`src/rtl/msg_tx_arbiter.sv`:
```
// Round-robin arbiter sharing one UART transmitter between three message requesters.
// The granted message is snapshotted and streamed MSB byte first through a start/done handshake.
module msg_tx_arbiter #(
   parameter int MSG_BYTES  = 12,
   parameter int GAP_CYCLES = 4340
) (
   input  logic                     clk_50M,
   input  logic                     rst_n,
   input  logic [2:0]               req,
   input  logic [3*8*MSG_BYTES-1:0] msg_in,
   input  logic [11:0]              msg_len,
   output logic [2:0]               ack,
   output logic                     busy,
   output logic [1:0]               grant_id,
   output logic [7:0]               tx_data,
   output logic                     tx_start,
   input  logic                     tx_done
);

   localparam int MW = 8*MSG_BYTES;
   localparam int GW = (GAP_CYCLES > 1) ? $clog2(GAP_CYCLES) : 1;

   typedef enum logic [2:0] {IDLE, SEND, WAIT_DONE, ACK, GAP} state_t;

   state_t        state, state_nxt;
   logic [1:0]    last;
   logic [MW-1:0] msg_buf;
   logic [3:0]    len, idx;
   logic [GW-1:0] gap_cnt;

   logic [1:0]    p0, p1, gnt;
   logic          gnt_vld;
   logic [3:0]    len_raw, len_clamp;

   // Search order last+1, last+2, last: the previous winner always ranks lowest.
   always_comb begin
      p0      = (last == 2'd2) ? 2'd0 : last + 2'd1;
      p1      = (p0 == 2'd2) ? 2'd0 : p0 + 2'd1;
      gnt_vld = |req;
      if (req[p0])      gnt = p0;
      else if (req[p1]) gnt = p1;
      else              gnt = last;
      len_raw   = msg_len[4*gnt +: 4];
      len_clamp = (len_raw > 4'(MSG_BYTES)) ? 4'(MSG_BYTES) : len_raw;
   end

   always_comb begin
      state_nxt = state;
      tx_start  = 1'b0;
      ack       = 3'b000;
      case (state)
         IDLE:      if (gnt_vld) state_nxt = (len_clamp == 4'd0) ? ACK : SEND;
         SEND: begin
            tx_start  = 1'b1;
            state_nxt = WAIT_DONE;
         end
         WAIT_DONE: if (tx_done) state_nxt = (idx == len - 4'd1) ? ACK : SEND;
         ACK: begin
            ack       = 3'b001 << grant_id;
            state_nxt = GAP;
         end
         GAP:       if (gap_cnt == '0) state_nxt = IDLE;
         default:   state_nxt = IDLE;
      endcase
   end

   assign busy    = (state != IDLE);
   assign tx_data = msg_buf[MW-1 -: 8];

   // The buffer shifts left after each accepted byte so the current byte is always on top.
   always_ff @(posedge clk_50M) begin
      if (!rst_n) begin
         state    <= IDLE;
         last     <= 2'd2;
         grant_id <= 2'd0;
         msg_buf  <= '0;
         len      <= 4'd0;
         idx      <= 4'd0;
         gap_cnt  <= '0;
      end else begin
         state <= state_nxt;
         case (state)
            IDLE: if (gnt_vld) begin
               grant_id <= gnt;
               last     <= gnt;
               len      <= len_clamp;
               idx      <= 4'd0;
               if (len_clamp != 4'd0) msg_buf <= msg_in[MW*gnt +: MW];
            end
            WAIT_DONE: if (tx_done && (idx != len - 4'd1)) begin
               idx     <= idx + 4'd1;
               msg_buf <= {msg_buf[MW-9:0], 8'h00};
            end
            ACK:     gap_cnt <= GW'(GAP_CYCLES - 1);
            GAP:     if (gap_cnt != '0) gap_cnt <= gap_cnt - 1'b1;
            default: ;
         endcase
      end
   end

endmodule

```
`config.mk`:
```
export PLATFORM = sky130hd
export DESIGN_NAME = msg_tx_arbiter
export DESIGN_NICKNAME = d
export VERILOG_FILES = /design/src/rtl/msg_tx_arbiter.sv
export SDC_FILE = /design/constraint.sdc
export NUM_CORES = 1
export LEC_CHECK = 0
export ABC_AREA = 0
export CAP_MARGIN = 15
export CORE_MARGIN = 8
export CORE_UTILIZATION = 40
export DETAILED_ROUTE_END_ITERATION = 10
export GPL_ROUTABILITY_DRIVEN = 0
export PLACE_DENSITY = 0.77
export SLEW_MARGIN = 20
export SYNTH_ARGS = -nofsm -noshare
export SYNTH_HDL_FRONTEND = slang
export SYNTH_SLANG_ARGS = --single-unit
```
`constraint.sdc`:
```
create_clock -name clk_50M -period 3.7 [get_ports clk_50M]
set_input_delay 0.74 -clock clk_50M [delete_from_list [all_inputs] [get_ports clk_50M]]
set_output_delay 0.74 -clock clk_50M [all_outputs]
set_load 0.02 [all_outputs]
```
==> metrics.yaml, run 1 <==
power_and_ir_drop:
  p_leak_nw: 4.67
  ir_drop_v: 0.000302
  clockPowerShare_pct: 26.7
  pwr-share-comb_pct: 41.1
  internal_power_w: 0.00385
  seq_power_share_pct: 32.1
  power_density_mw_per_mm2: 496
  p_sw_w: 0.00202
  switching_share_pct: 34.4
clocking:
  clock-sinks: 123
  ctsLongestPathBuffers: 2
  cts.clk_slew.worst_paths_ps: 50
  postCtsSetupBuffers: 0
  ctsHoldBuffers: 0
  cts-buffers-inserted: 17
  ctsResizeCount: 0
  cts_root_buf: "clkbuf_16"
  htreeDepth: 4
  cts_tree: "done"
  clk_latency_ps: 410
detailed_routing:
  met1_length_mm: 10.8
  ant_nets: 0
  firstDrtPassIters: 4
  drt_wl_total_mm: 25.1
  wl_met2_mm: 12.4
  routed_via_density: 5.25
  drc: 0
  wl_per_cell_um: 17.0
  num_vias: 7753
  wl_met3_mm: 1.58
  top_layer: "met4"
  drtIter0Drc: 418
critical_path:
  crit_path_end_kind: "flip-flop"
  r2r-end: "msg_buf[51]$_SDFFE_PN0P_"
  critical_path.startpoint: "req[0]"
  startpoint_type: "input pin"
  cp.required_ps: 4030
  r2r-start: "grant_id[0]$_SDFFE_PN0P_"
  crit_type: "in -> reg"
  critPathMaxFanout: 20
  reg2reg_slack_ps: 990
  reg2regPathDepth: 8
  critical_path_arrival_ps: 3390
synth:
  syn_avg_cell_area_um2: 8.42
  syn_nets: 1261
  synth_area_leaders: "dfxtp_1 31%, mux2i_1 25%, o211ai_1 8.5%"
  ys_top_cells_by_count: "197 x mux2i_1, 123 x dfxtp_1, 121 x nand2_1, 94 x o21ai_0, 91 x o211ai_1"
  ys_types: 46
  yosysMostFrequentCell: "mux2i_1"
  async_flop_share_pct: 0
  yosysWarnings: 0
  synth_flop_cell: "dfxtp_1"
  yosys_register_bits: 123
  synth-edff-count: 0
  synth_top_area_share_pct: 30.7
  yosysTopAreaCell: "dfxtp_1"
  seq_area_frac_synth_pct: 30.7
  syn_inst: 952
  syn-cell-area_mm2: 0.00802
final_layout:
  final_area_mm2: 0.0118
  layout-drive-gt1-share_pct: 4.62
  finalNetCount: 1509
  syn_to_final_growth_pct: 47.7
  insertedDiodeCount: 0
  fin_util_pct: 60.4
  fillers: 1763
floorplanning:
  die_y_um: 158
  die_w_um: 158
  core_area_mm2: 0.0196
  floorplan.initialDensity_pct: 40.9
  io_pins: 321
  core.rowCount: 51
  die_area_mm2: 0.0248
sta:
  worst_pin_slew_ps: 1020
  max_slew_margin_pct: 31.9
  drv_slew: 0
  finalCriticalPeriod_ps: 3060
  hold_viol_final: 0
  setup_viol: 0
  min_period_over_period_pct: 82.7
  finalSetupTns_ps: 0
  max_freq_mhz: 327
  grt_setup_unrepaired: "no"
  skew_ps: 6.85
flow_run:
  maxCapViolations: 0
placement:
  hpwl_mm: 19.1
  post_dp_cell_area_mm2: 0.0113
  port_buffers: 320
global_route:
  grt.total_usage_pct: 19.6
  antenna_found_initial: 0
  grt_max_degree: 106
  grt_pass1_wl_mm: 39.2
  overflow: 0
  grt_pass1_vias: 7778
min_path:
  hold_start: "msg_buf[64]$_SDFFE_PN0P_"
  holdPathEnd: "msg_buf[64]$_SDFFE_PN0P_"
  worstHoldPathCells: 2
  hp-class: "reg -> reg"
status:
  status: "completed"
[critical path, stage by stage]
cell	delay, ps
clkdlybuf4s50_1	530
nor2_1	110
o32ai_4	380
mux2i_1	310
o2bb2ai_1	140
o41ai_2	490
buf_4	270
buf_12	200
mux2i_1	210
[cells in the final DEF (no fill, tap or decap), types with 6 or more instances in the layout]
cell type,count
o2bb2ai_1,11
buf_4,10
buf_12,6
nor3_1,10
a31oi_1,88
o21ai_0,94
clkbuf_16,17
xnor2_1,12
nand2_1,120
a21boi_0,8
dfxtp_1,123
a21oi_1,10
mux2i_1,197
nor2_1,20
clkdlybuf4s50_1,319
o211ai_1,91
[worst max-delay path by stage]
stage | endpoint | slack, ps | depth (start not counted)
after floorplan | msg_buf[54]$_SDFFE_PN0P_ | 1100 | 10
after global placement | msg_buf[12]$_SDFFE_PN0P_ | 350 | 9
after detailed placement | msg_buf[6]$_SDFFE_PN0P_ | 220 | 9
after CTS | msg_buf[6]$_SDFFE_PN0P_ | 650 | 9
after global routing | msg_buf[6]$_SDFFE_PN0P_ | 490 | 9
final | msg_buf[51]$_SDFFE_PN0P_ | 640 | 9
[cell families (layout without fill, tap and decap cells)]
family,after synthesis,after routing,share of synthesized area (%)
adders and majority gates,3,3,0.468
buffers and inverters,112,373,6.85
xor gates and xnor gates,16,16,1.92
AOI/OAI and AO/OA,316,316,25.4
and+or+nand+nor,185,185,10.1
muxes,197,197,24.6
DFF,123,123,30.7
[routing by layer]
layer / up-vias / GRT usage (%)
met1: 3468 / 23.1
li1: 4047 / -
met2: 218 / 34.5
met3: 20 / 5.48
met5: - / 0
met4: 0 / 4.90
[metrics by stage]
| stage | total power [W] | hold WS [ps] | cells | worst slack, ps |
|---|---|---|---|---|
| global placement | 0.00428 | 444 | 1446 | 347 |
| finish | 0.00587 | 457 | 1478 | 639 |
| global route | 0.00625 | 475 | 1478 | 489 |
| floorplan | 0.00358 | 438 | 952 | 1100 |
| detailed placement | 0.00434 | 451 | 1446 | 218 |
| CTS | 0.00593 | 459 | 1478 | 646 |
[cell type report]
cell class | count | area, µm² | area share [%]
clock buffer | 21 | 480 | 4.06
clock inverter | 11 | 93.8 | 0.793
timing repair buffer | 336 | 3400 | 28.7
sequential | 123 | 2460 | 20.8
multi-input combinational | 717 | 5050 | 42.7
inverter | 5 | 18.8 | 0.159
tap | 265 | 332 | 2.80
[state kept, by name, summed over array words and instances, names as in the netlist]
| name | flops |
|---|---|
| gap_cnt | 13 |
| grant_id | 2 |
| idx | 4 |
| last | 1 |
| len | 4 |
| msg_buf | 96 |
| state | 3 |
[power groups by stage]
stage | sequential [W] | clock, W | combinational [W]
after floorplan | 0.00183 | 0 | 0.00175
final | 0.00189 | 0.00157 | 0.00242
after global routing | 0.00193 | 0.00167 | 0.00265
after CTS | 0.00189 | 0.00160 | 0.00244
after global placement | 0.00190 | 0 | 0.00238
after detailed placement | 0.00191 | 0 | 0.00243
Note: power is estimated with default switching activity, not from simulation.
==> run 2: changes to the inputs <==
--- a/config.mk
+++ b/config.mk
@@ -11,7 +11,7 @@
 export CORE_UTILIZATION = 40
 export DETAILED_ROUTE_END_ITERATION = 10
 export GPL_ROUTABILITY_DRIVEN = 0
-export PLACE_DENSITY = 0.77
+export PLACE_DENSITY = 0.8
 export SLEW_MARGIN = 20
 export SYNTH_ARGS = -nofsm -noshare
 export SYNTH_HDL_FRONTEND = slang
==> constraint.sdc (replaced) <==
create_clock -name clk_50M -period 2.57 [get_ports clk_50M]
set_input_delay 0.514 -clock clk_50M [delete_from_list [all_inputs] [get_ports clk_50M]]
set_output_delay 0.514 -clock clk_50M [all_outputs]
set_load 0.02 [all_outputs]
==> run 2 against run 1 <==
- non-clock buffer count rose by 39
- largest cell class unchanged
- sequential power rose by 44%
- critical path depth fell by 6
- utilization rose by 2.4 points
- combinational power rose by 57%
- critical endpoint is now ack[2]
- clock power rose by 67%
- first-iteration DRC count fell by 16%
- wire length rose by 8.2%
- final cell count rose by 2.6%
==> metrics.yaml, run 2 (synthesis gave the netlist of run 1 again) <==
critical_path:
  startpoint_type: "flip-flop"  # was input pin
  crit_type: "reg -> out"  # was in -> reg
  critical_path_arrival_ps: 1900  # was 3390 ps
  critPathMaxFanout: 9  # was 20
  crit_path_end_kind: "primary output"  # was flip-flop
  cp.required_ps: 2060  # was 4030 ps
sta:
  setup_viol: 0  # unchanged
  skew_ps: 6.55  # was 6.85 ps
  worst_pin_slew_ps: 696  # was 1020 ps
  max_freq_mhz: 414
  hold_viol_final: 0  # unchanged
  finalCriticalPeriod_ps: 2420
  min_period_over_period_pct: 94.0
  drv_slew: 0  # unchanged
  max_slew_margin_pct: 53.6  # was 31.9%
global_route:
  grt.total_usage_pct: 20.7  # was 19.6%
  overflow: 0  # unchanged
  grt_pass1_vias: 8321  # was 7,778
  grt_pass1_wl_mm: 41.1  # was 39.2 mm
  antenna_found_initial: 0  # unchanged
  grt_max_degree: 96  # was 106
clocking:
  cts_tree: "done"  # unchanged
  ctsLongestPathBuffers: 2  # unchanged
  clock-sinks: 123  # unchanged
  cts-buffers-inserted: 17  # unchanged
  htreeDepth: 4  # unchanged
  clk_latency_ps: 420  # was 410 ps
  cts_root_buf: "clkbuf_16"  # unchanged
  cts.clk_slew.worst_paths_ps: 50  # about the same
detailed_routing:
  routed_via_density: 5.43  # was 5.25
  wl_met3_mm: 1.70  # was 1.58 mm
  firstDrtPassIters: 4  # unchanged
  drtIter0Drc: 353  # was 418
  met1_length_mm: 11.0  # was 10.8 mm
  drt_wl_total_mm: 27.2  # was 25.1 mm
  drc: 0  # unchanged
  wl_met2_mm: 14.0  # was 12.4 mm
  num_vias: 8233  # was 7,753
  ant_nets: 0  # unchanged
  top_layer: "met4"  # unchanged
  wl_per_cell_um: 17.9  # was 17.0 µm
final_layout:
  top_register: "msg_buf"  # unchanged
  insertedDiodeCount: 0  # unchanged
  fin_util_pct: 62.8  # was 60.4%
  final_cell_mix: "316 x clkdlybuf4s50_1, 194 x mux2i_1, 121 x dfxtp_1"  # was 319 x clkdlybuf4s50_1, 197 x mux2i_1, 123 x dfxtp_1
  top_regs: "msg_buf: 96 flops, gap_cnt: 13 flops"  # unchanged
  layout-drive-gt1-share_pct: 8.31  # was 4.62%
  largest_reg_flops: 96  # unchanged
  finalNonFillerCells: 1517  # was 1,478
  finalNetCount: 1548  # was 1,509
  final_common_cell: "clkdlybuf4s50_1"  # unchanged
  syn_to_final_growth_pct: 53.4  # was 47.7%
power_and_ir_drop:
  ir_drop_v: 0.000433  # was 0.000302 V
  power_density_mw_per_mm2: 744  # was 496 mW/mm²
  p_leak_nw: 4.94  # was 4.67 nW
  fin_total_pwr_w: 0.00915  # was 0.00587 W
floorplanning:
  io_pins: 321  # unchanged
  die_w_um: 158  # unchanged
  core.rowCount: 51  # unchanged
  die_area_mm2: 0.0248  # unchanged
  core_area_mm2: 0.0196  # unchanged
  die_y_um: 158  # unchanged
  floorplan.initialDensity_pct: 40.9  # unchanged
placement:
  port_buffers: 320  # unchanged
  hpwl_mm: 20.9  # was 19.1 mm
  dpl.cell_count: 1479  # was 1,446
min_path:
  hp-class: "in -> reg"  # was reg -> reg
flow_run:
  maxCapViolations: 0  # unchanged
status:
  status: "completed"  # unchanged
## run 2: repair_timing
action / 4_1_cts / 5_1_grt
pin swaps: 2 / 5
setup buffers: 1 / 3
gates resized for setup: 3 / 15
hold buffers: 0 / 0
cloned: 2 / 0
setup endpoints to repair: 90 / 99
## run 2: through the flow
stage	cell area (µm²)	setup slack [ps]	hold slack (ps)	TNS, ps
2_1_floorplan	8020	193	438	0
3_3_place_gp	11500	-389	444	-35130
3_5_place_dp	11500	-500	452	-44130
4_1_cts	12200	-7.98	331	-51.8
5_1_grt	12300	-0.388	331	-0.388
6_report	12300	153	341	0
## run 2: routing by layer
| layer | global-route usage (%) | vias to the layer above |
|---|---|---|
| li1 | - | 4136 |
| met1 | 23.2 | 3818 |
| met2 | 37.4 | 249 |
| met3 | 5.76 | 30 |
| met4 | 5.89 | 0 |
| met5 | 0 | - |
## run 2: power by group
group          switching [W]  internal (W)  leakage, nW
registers           0.000332       0.00240         1.01
clock network       0.000856       0.00176        0.316
logic                0.00186       0.00193         3.61
total                0.00305       0.00610         4.94
## run 2: path summary, 6_finish.rpt
path         slack [ps]                        to                startpoint  depth (start not counted)
min                 340      last[1]$_SDFFE_PN1P_                     rst_n                          2
min reg2reg         460  msg_buf[90]$_SDFFE_PN0P_  msg_buf[90]$_SDFFE_PN0P_                          2
max reg2reg         160  msg_buf[35]$_SDFFE_PN0P_      last[1]$_SDFFE_PN1P_                          9
max                 150                    ack[2]     state[1]$_SDFFE_PN0P_                          3
## run 2: layout make-up
class                   count  area (µm²)
fillers                  1665        7290
inverters                   5        18.8
multi-input cells         717        5090
clock buffers              20         457
well taps                 265         332
repair buffers            375        3750
flip-flops and latches    123        2460
clock inverters            12         194
## run 2: critical path, cell delays in order (launching register included)
cell,delay [ps]
dfxtp_2,430
nand3b_1,190
nor3b_1,230
clkdlybuf4s50_1,640
